**src/rtl/shifter_pkg.sv**
```systemverilog
// Shared types and helpers for the pipelined barrel shifter.
// Shift layers are spread over the register stages lowest-first.
package shifter_pkg;

    typedef enum logic [2:0] {
        SHIFT_SLL = 3'd0,
        SHIFT_SRL = 3'd1,
        SHIFT_SRA = 3'd2,
        SHIFT_ROL = 3'd3,
        SHIFT_ROR = 3'd4
    } shift_op_t;

    function automatic int layers_per_stage(input int layers, input int stages);
        return (layers + stages - 1) / stages;
    endfunction

    function automatic int layer_stage(input int k, input int layers, input int stages);
        return k / layers_per_stage(layers, stages);
    endfunction

endpackage

```
**src/rtl/shifter_layer.sv**
```systemverilog
// One conditional shift/rotate by 2^K.
// The fill bit is only meaningful for non-rotating shifts.
module shifter_layer #(
    parameter int WIDTH = 32,
    parameter int K     = 0
) (
    input  logic [WIDTH-1:0] data,
    input  logic             en,
    input  logic             left,
    input  logic             rotate,
    input  logic             fill,
    output logic [WIDTH-1:0] result
);
    localparam int S = 1 << K;

    logic [WIDTH-1:0] shl;
    logic [WIDTH-1:0] shr;

    always_comb begin
        shl    = {data[WIDTH-S-1:0], (rotate ? data[WIDTH-1:WIDTH-S] : {S{fill}})};
        shr    = {(rotate ? data[S-1:0] : {S{fill}}), data[WIDTH-1:S]};
        result = !en ? data : (left ? shl : shr);
    end

endmodule

```
**src/rtl/shifter_pipelined.sv**
```systemverilog
// Pipelined barrel shifter with tag sideband, valid/ready backpressure and flush.
// Stage n registers the result of its own share of shift layers.
module shifter_pipelined
    import shifter_pkg::*;
#(
    parameter  int WIDTH  = 32,
    parameter  int STAGES = 2,
    parameter  int TAG_W  = 5,
    localparam int LAYERS = $clog2(WIDTH),
    localparam int AMT_W  = LAYERS + 1
) (
    input  logic             i_clk,
    input  logic             i_rst,
    input  logic             i_valid,
    output logic             o_ready,
    input  logic [WIDTH-1:0] i_data,
    input  logic [AMT_W-1:0] i_amount,
    input  logic [2:0]       i_op,
    input  logic [TAG_W-1:0] i_tag,
    input  logic             i_flush,
    output logic             o_valid,
    input  logic             i_ready,
    output logic [WIDTH-1:0] o_data,
    output logic [TAG_W-1:0] o_tag
);
    localparam int LPS = layers_per_stage(LAYERS, STAGES);

    logic [WIDTH-1:0]  data_q  [STAGES];
    logic [LAYERS-1:0] amt_q   [STAGES];
    shift_op_t         op_q    [STAGES];
    logic [TAG_W-1:0]  tag_q   [STAGES];
    logic [STAGES-1:0] sign_q;
    logic [STAGES-1:0] valid_q;
    logic [STAGES-1:0] load;

    logic [WIDTH-1:0]  data_in  [STAGES];
    logic [LAYERS-1:0] amt_in   [STAGES];
    shift_op_t         op_in    [STAGES];
    logic [TAG_W-1:0]  tag_in   [STAGES];
    logic              sign_in  [STAGES];
    logic              valid_in [STAGES];
    logic              left     [STAGES];
    logic              rotate   [STAGES];
    logic              fill     [STAGES];
    logic [WIDTH-1:0]  data_out [STAGES];
    logic [WIDTH-1:0]  layer_out [LAYERS];

    shift_op_t op_norm;
    logic      big_amount;
    logic      take;

    always_comb begin
        op_norm    = (i_op > 3'd4) ? SHIFT_SLL : shift_op_t'(i_op);
        big_amount = i_amount[AMT_W-1];
    end

    for (genvar s = 0; s < STAGES; s++) begin : g_stage
        localparam int FIRST = s * LPS;
        localparam int LAST  = (((s + 1) * LPS < LAYERS) ? (s + 1) * LPS : LAYERS) - 1;

        if (s == 0) begin : g_head
            // Out-of-range amounts: non-rotates saturate here, rotates just drop the MSB.
            assign data_in[s]  = (big_amount && op_norm != SHIFT_ROL && op_norm != SHIFT_ROR)
                               ? {WIDTH{op_norm == SHIFT_SRA && i_data[WIDTH-1]}} : i_data;
            assign amt_in[s]   = i_amount[LAYERS-1:0];
            assign op_in[s]    = op_norm;
            assign sign_in[s]  = i_data[WIDTH-1];
            assign tag_in[s]   = i_tag;
            assign valid_in[s] = i_valid;
        end else begin : g_link
            assign data_in[s]  = data_q[s-1];
            assign amt_in[s]   = amt_q[s-1];
            assign op_in[s]    = op_q[s-1];
            assign sign_in[s]  = sign_q[s-1];
            assign tag_in[s]   = tag_q[s-1];
            assign valid_in[s] = valid_q[s-1];
        end

        assign left[s]   = (op_in[s] == SHIFT_SLL) || (op_in[s] == SHIFT_ROL);
        assign rotate[s] = (op_in[s] == SHIFT_ROL) || (op_in[s] == SHIFT_ROR);
        assign fill[s]   = (op_in[s] == SHIFT_SRA) && sign_in[s];

        if (FIRST >= LAYERS) begin : g_pass
            assign data_out[s] = data_in[s];
        end else begin : g_layers
            assign data_out[s] = layer_out[LAST];
        end
    end

    for (genvar k = 0; k < LAYERS; k++) begin : g_layer
        localparam int S = layer_stage(k, LAYERS, STAGES);
        logic [WIDTH-1:0] layer_in;

        if (k % LPS == 0) begin : g_first
            assign layer_in = data_in[S];
        end else begin : g_chain
            assign layer_in = layer_out[k-1];
        end

        shifter_layer #(.WIDTH(WIDTH), .K(k)) u_layer (
            .data   (layer_in),
            .en     (amt_in[S][k]),
            .left   (left[S]),
            .rotate (rotate[S]),
            .fill   (fill[S]),
            .result (layer_out[k])
        );
    end

    // A stage may load when empty or when the stage after it is loading too.
    always_comb begin
        load = '0;
        take = i_ready;
        for (int s = STAGES - 1; s >= 0; s--) begin
            load[s] = !valid_q[s] || take;
            take    = load[s];
        end
    end

    assign o_ready = load[0];

    always_ff @(posedge i_clk) begin
        if (i_rst) begin
            valid_q <= '0;
            sign_q  <= '0;
            for (int s = 0; s < STAGES; s++) begin
                data_q[s] <= '0;
                amt_q[s]  <= '0;
                op_q[s]   <= SHIFT_SLL;
                tag_q[s]  <= '0;
            end
        end else begin
            for (int s = 0; s < STAGES; s++) begin
                if (load[s]) begin
                    valid_q[s] <= valid_in[s];
                    data_q[s]  <= data_out[s];
                    amt_q[s]   <= amt_in[s];
                    op_q[s]    <= op_in[s];
                    sign_q[s]  <= sign_in[s];
                    tag_q[s]   <= tag_in[s];
                end
            end
            if (i_flush) valid_q <= '0;
        end
    end

    assign o_valid = valid_q[STAGES-1];
    assign o_data  = data_q[STAGES-1];
    assign o_tag   = tag_q[STAGES-1];

endmodule

```
**config.mk**
```make
export PLATFORM = sky130hd
export DESIGN_NAME = shifter_pipelined
export DESIGN_NICKNAME = d
export VERILOG_FILES = /design/src/rtl/shifter_pkg.sv /design/src/rtl/shifter_layer.sv /design/src/rtl/shifter_pipelined.sv
export SDC_FILE = /design/constraint.sdc
export NUM_CORES = 1
export LEC_CHECK = 0
export CELL_PAD_IN_SITES_DETAIL_PLACEMENT = 0
export CELL_PAD_IN_SITES_GLOBAL_PLACEMENT = 1
export CORE_MARGIN = 1
export CORE_UTILIZATION = 39
export DETAILED_ROUTE_END_ITERATION = 10
export PLACE_DENSITY_LB_ADDON = 0.1
export SLEW_MARGIN = 20
export SYNTH_ARGS = -nofsm -noshare
export SYNTH_HDL_FRONTEND = slang
export SYNTH_SLANG_ARGS = --single-unit
```
**constraint.sdc**
```tcl
create_clock -name i_clk -period 2.7 [get_ports i_clk]
set_clock_uncertainty 0.15 [all_clocks]
set_input_delay 0.54 -clock i_clk [delete_from_list [all_inputs] [get_ports i_clk]]
set_output_delay 0.54 -clock i_clk [all_outputs]
set_load 0.005 [all_outputs]
```
**After elaboration in Yosys (flattened, before gate mapping)**

Memory sizes are Yosys's and may differ from the RTL's.
Index checks and enable logic that the tools add are counted.

- $lt $le $gt $ge: 1
- Equal/unequal tests: 8
- Muxes and demuxes: 38
- Bitwise gates (word level): 8
- Reductions and logical operators: 15

Operators by type and width:

| cell | count |
|---|---|
| two-way mux 32 bit | 13 |
| two-way mux 16 bit | 2 |
| two-way mux 5 bit | 4 |
| two-way mux 8 bit | 2 |
| == test 3 x 2 -> 1 bit, second input constant | 4 |
| two-way mux 1 bit | 10 |
| two-way mux 3 bit | 3 |
| two-way mux 4 bit | 2 |
| bitwise OR 1 bit | 8 |
| == test 3 bit, second input constant | 2 |
| zero test 3 bit | 2 |
| logical OR 1 bit | 6 |
| logical AND 1 bit | 4 |
| two-way mux 2 bit | 2 |
| > comparator 3 bit, second input constant | 1 |
| inequality test 3 x 2 -> 1 bit, second input constant | 1 |
| inequality test 3 bit, second input constant | 1 |
| zero test 1 bit | 2 |
| OR reduction 2 bit | 1 |

- Flip-flop bits (word level): 3
- RAM bits: 90
- Memories: 4

Memories:

| name | words | bits a word | read ports | clocked after Yosys merged registers in | wr ports | RTL line | source |
|---|---|---|---|---|---|---|---|
| data_q | 2 | 32 | 2 | 0 | 2 | shifter_pipelined.sv:28 | `logic [WIDTH-1:0] data_q [STAGES];` |
| amt_q | 2 | 5 | 1 | 0 | 2 | shifter_pipelined.sv:29 | `logic [LAYERS-1:0] amt_q [STAGES];` |
| tag_q | 2 | 5 | 2 | 0 | 2 | shifter_pipelined.sv:31 | `logic [TAG_W-1:0] tag_q [STAGES];` |
| op_q | 2 | 3 | 1 | 0 | 2 | shifter_pipelined.sv:30 | `shift_op_t op_q [STAGES];` |

**Longest topological paths before layout**

- Depth after elaboration: 16
- Depth in mapped cells: 11
- Gate-level depth less buffers: 7

**Cells and area by module**

From an unflattened synthesis, not the netlist that was laid out.

- Cell total of the unflattened synthesis: 803
- Area total of the unflattened synthesis: 7,546.0 µm²

Modules (own cells, without submodules):

| module | times used | cells each | area an instance (µm²) | sequential area each (µm²) |
|---|---|---|---|---|
| shifter_pipelined | 1 | 270 | 3,732.3 | 2,432.3 |
| shifter_layer at g_layer[3].u_layer | 1 | 113 | 874.6 | 0.0 |
| shifter_layer at g_layer[2].u_layer | 1 | 112 | 783.3 | 0.0 |
| shifter_layer at g_layer[1].u_layer | 1 | 114 | 762.0 | 0.0 |
| shifter_layer at g_layer[0].u_layer | 1 | 111 | 729.4 | 0.0 |
| shifter_layer at g_layer[4].u_layer | 1 | 83 | 664.4 | 0.0 |

**Worst setup path after synthesis**

No wires, ideal clock.

- Path type: input -> register
- Start: input i_op[2]
- End: memory data_q[0][10], data pin
- Library setup time: 0.283 ns
- Data arrival time: 2.308 ns
- Setup slack: -0.042 ns
- Cell stages on the path: 10
- Buffers on the path: 5
- Cells stage by stage: buf_4 -> or3b_1 -> buf_6 -> o21ai_2 -> buf_4 -> buf_2 -> clkbuf_1 -> nor2_1 -> o311ai_0 -> o311ai_0

RTL lines:

| item | RTL line | source |
|---|---|---|
| from (decl) | shifter_pipelined.sv:18 | `input logic [2:0] i_op,` |
| to (decl) | shifter_pipelined.sv:28 |  |

==> impl_metrics.yaml <==
outcome:
  run_status: "completed"
sta:
  maxSlewHeadroom_pct: 47.9
  fin_crit_ns: 2.69
  fmax_mhz: 372
  setup_repair_after_global_routing_missed_its_margin: "true"
  fin_crit_sh_pct: 99.6
  finalHoldViolCount: 0
  tightestPinTransition_ns: 0.781
  setup_viol_count_final: 0
  slew_violations: 0
layout:
  layout-area-overhead-vs-synth_pct: 50.1
  instances_no_fill: 1671
  antenna_diode_instance_count: 0
  fraction_of_layout_instances_using_a_drive_strength_above_1_pct: 33.9
  fin_nets: 1442
  finalCoreUtilization_pct: 59.6
critical_path:
  start_kind: "input port"
  cpPeakStageDelay_ns: 0.44
  critical_path_peak_fanout: 18
  critical-path-slowest-cell: "sky130_fd_sc_hd__or3b_4"
  critical-path-top-delay-family: "simple AND/OR/NAND/NOR gates"
  worstPathArrival_ns: 2.60
  critical_path_buf_inv_count: 5
  most_frequent_cell_on_the_critical_path: "sky130_fd_sc_hd__buf_6"
  worst-setup-path-type: "input port to flip-flop"
  critPathCaptureType: "flip-flop"
  required_ns: 2.61
  crit_path_cell_trace: "buf_6, buf_6, or3b_4, buf_6, o21ai_4, buf_6, nor2_1, nor3b_1, a311o_1, buf_4, o211ai_1"
route:
  antenna_left: 0
  post-route-drc-count: 0
  vias: 10100
  detail_route.wl_per_cell_um: 22.6
  route.detailed.vias_per_inst: 6.07
  total_routed_length_um: 37700
  detailedRoute.firstIterationViolations: 999
  drt_pass1_iterations: 6
grt:
  first_global_vias: 9707
  grt_first_pass_wirelength_um: 57800
  grt_overflow: 0
  antenna_violations_before_repair: 0
  grt_start_max_net_pins: 65
  grtUsageTotal_pct: 34.7
min_path:
  min-delay-path-class: "flip-flop to flip-flop"
logic_synthesis:
  synth.top_cell.area_share_pct: 28.5
  post_synth_instance_area_um2: 8320
  post_synth_inst_count: 1080
  synth_nets: 1131
  post-synth-top-area-cell: "sky130_fd_sc_hd__edfxtp_1"
  async_flop_share_pct: 0
  sequential_share_of_the_synthesized_area_pct: 29.3
  ys_top_cells_by_area: "sky130_fd_sc_hd__edfxtp_1, sky130_fd_sc_hd__a21oi_1, sky130_fd_sc_hd__nand2_1"
  number_of_synthesis_warnings: 0
  ys_dominant_reg_cell: "sky130_fd_sc_hd__edfxtp_1"
  synth_enable_flop_cells: 79
  synth-seq-cells: 82
  yosysUniqueCellTypes: 82
  synth_area_per_cell_um2: 7.70
floorplan:
  placement_rows: 53
  design.core.area_um2: 21000
  dieWidth_um: 148
  floorplan.die_area_um2: 21900
  initial_util_pct: 39.7
  dieHeight_um: 148
  top_level_ports: 90
cts:
  worst_skew_pair.late_latency_ns: 0.34
  cts_max_path_buffers: 2
  cts_inserted_buffers: 9
  cts.reportedPaths.clkPinSlew_ns: 0.06
  cts_tree: "built"
  cts_hold_buffers: 0
  htreeDepth: 3
  clkSinkCount: 82
  root_buffer: "sky130_fd_sc_hd__clkbuf_16"
placed_design:
  portBuffers: 89
  place_congestion: 0.985
  detailedPlacementHpwl_um: 29800
  numPlacedInstances: 1621
power:
  vdd_ir_drop_max_v: 0.000323
  p_leak_nw: 5.03
  power_per_cell_area_nw_per_um2: 398
job:
  timing.max_cap.violations: 0
## per-layer routing
layer  track usage [%]  up-vias  part of all wire, %  wire length (um)
met5                 0        -                    0                 0
met1              44.8     4838                   42             15700
li1                  -     4733                    -                 -
met2              57.5      461                   47             17800
met3              4.20      104                  6.2              2330
met4              16.3        0                  5.0              1890
## tightest hold or removal path: cells and delay by family (launching register included)
family,cells,cell delay [ns]
compound gates,1,0.06
flops,1,0.33
simple gates,1,0.08
## flip-flops by register name, summed over array words and instances (netlist names)
signal,flops
amt_q,2
op_q,3
tag_q,10
data_q,64
sign_q,1
valid_q,2
## cells by family after synthesis
group / count (synthesis) / synth area share (%)
xor+xnor: 2 / 0.211
mux: 20 / 3.07
flops: 82 / 29.3
compound gates: 448 / 36.3
buf+inv: 156 / 9.48
simple gates: 372 / 21.7
## cell usage in the layout, fill, tap and decap left out, types with 7 or more instances in the layout
cell / n
sky130_fd_sc_hd__nand3b_1: 19
sky130_fd_sc_hd__o22ai_1: 9
sky130_fd_sc_hd__a22oi_1: 38
sky130_fd_sc_hd__buf_4: 311
sky130_fd_sc_hd__nand3_1: 25
sky130_fd_sc_hd__clkdlybuf4s50_1: 82
sky130_fd_sc_hd__edfxtp_1: 79
sky130_fd_sc_hd__and2_1: 22
sky130_fd_sc_hd__a21o_1: 10
sky130_fd_sc_hd__a22oi_2: 10
sky130_fd_sc_hd__buf_6: 13
sky130_fd_sc_hd__a211oi_1: 14
sky130_fd_sc_hd__a21oi_1: 98
sky130_fd_sc_hd__o21ai_1: 13
sky130_fd_sc_hd__inv_1: 19
sky130_fd_sc_hd__o2bb2ai_1: 9
sky130_fd_sc_hd__nand2b_1: 10
sky130_fd_sc_hd__nor2_1: 94
sky130_fd_sc_hd__o211ai_1: 29
sky130_fd_sc_hd__nor3_1: 14
sky130_fd_sc_hd__or2_2: 7
sky130_fd_sc_hd__mux2i_1: 11
sky130_fd_sc_hd__buf_12: 20
sky130_fd_sc_hd__nor4_1: 7
sky130_fd_sc_hd__o21ai_0: 62
sky130_fd_sc_hd__a31oi_1: 28
sky130_fd_sc_hd__clkbuf_16: 9
sky130_fd_sc_hd__nor2_2: 7
sky130_fd_sc_hd__a21oi_2: 9
sky130_fd_sc_hd__nand2_1: 120
## worst paths after layout
check / slack [ns] / end / startpoint / depth (start not counted)
setup / recovery: 0.01 / data_q[0][21] / i_op[2] / 11
hold / removal: 0.37 / sign_q[0] / sign_q[0] / 2
setup reg to reg: 0.27 / data_q[0][58] / op_q[0][0] / 8
hold reg to reg: 0.37 / sign_q[0] / sign_q[0] / 2
## per-stage QoR
step | TNS (ns) | hold WS, ns | setup WS, ns | power [mW] | cell area [um2]
3_3_place_gp | -24.08 | 0.349 | -1.05 | 3.60 | 11400
2_1_floorplan | -0.00550 | 0.310 | -0.00550 | 2.58 | 8340
3_5_place_dp | -24.57 | 0.359 | -1.07 | 3.60 | 11400
5_1_grt | -0.0385 | 0.400 | -0.0204 | 5.17 | 12500
4_1_cts | 0 | 0.371 | 0.0150 | 4.87 | 12200
6_report | 0 | 0.372 | 0.0113 | 4.97 | 12500
## synthesized netlist by cell type, types with 9 or more instances
library cell and instances:
sky130_fd_sc_hd__a21o_1 10, sky130_fd_sc_hd__nor3_1 17, sky130_fd_sc_hd__a31oi_1 30, sky130_fd_sc_hd__clkbuf_1 63, sky130_fd_sc_hd__o211ai_1 29, sky130_fd_sc_hd__a22oi_1 46, sky130_fd_sc_hd__mux2i_1 12, sky130_fd_sc_hd__nand2b_1 11
sky130_fd_sc_hd__nor2_1 103, sky130_fd_sc_hd__nand3b_1 19, sky130_fd_sc_hd__o21ai_0 77, sky130_fd_sc_hd__buf_4 39, sky130_fd_sc_hd__o2bb2ai_1 9, sky130_fd_sc_hd__o22ai_1 9, sky130_fd_sc_hd__inv_1 19, sky130_fd_sc_hd__a211oi_1 19
sky130_fd_sc_hd__edfxtp_1 79, sky130_fd_sc_hd__a221oi_1 10, sky130_fd_sc_hd__buf_2 20, sky130_fd_sc_hd__nand3_1 27, sky130_fd_sc_hd__and2_1 22, sky130_fd_sc_hd__a21oi_1 108, sky130_fd_sc_hd__nand2_1 121
## report_power, final
part | internal, mW | switching (mW)
Clock | 0.629 | 0.510
Sequential | 1.52 | 0.0810
Combinational | 1.06 | 1.17
Total | 3.21 | 1.76
## area by class of cell
cell class	count	area, um2
fillers	1993	8470
multi-input cells	843	5590
repair buffers	433	3760
flip-flops and latches	82	2430
well taps	275	344
clock buffers	9	225
inverters	22	82.6
clock inverters	7	51.3
## repair_timing
action                                  4_1_cts  5_1_grt
resized for setup                            85       67
cloned                                        1        0
setup buffers                                28        6
endpoints found under the setup margin       32       31
pin swaps                                    20       21
Power figures use the tool's default switching activity.
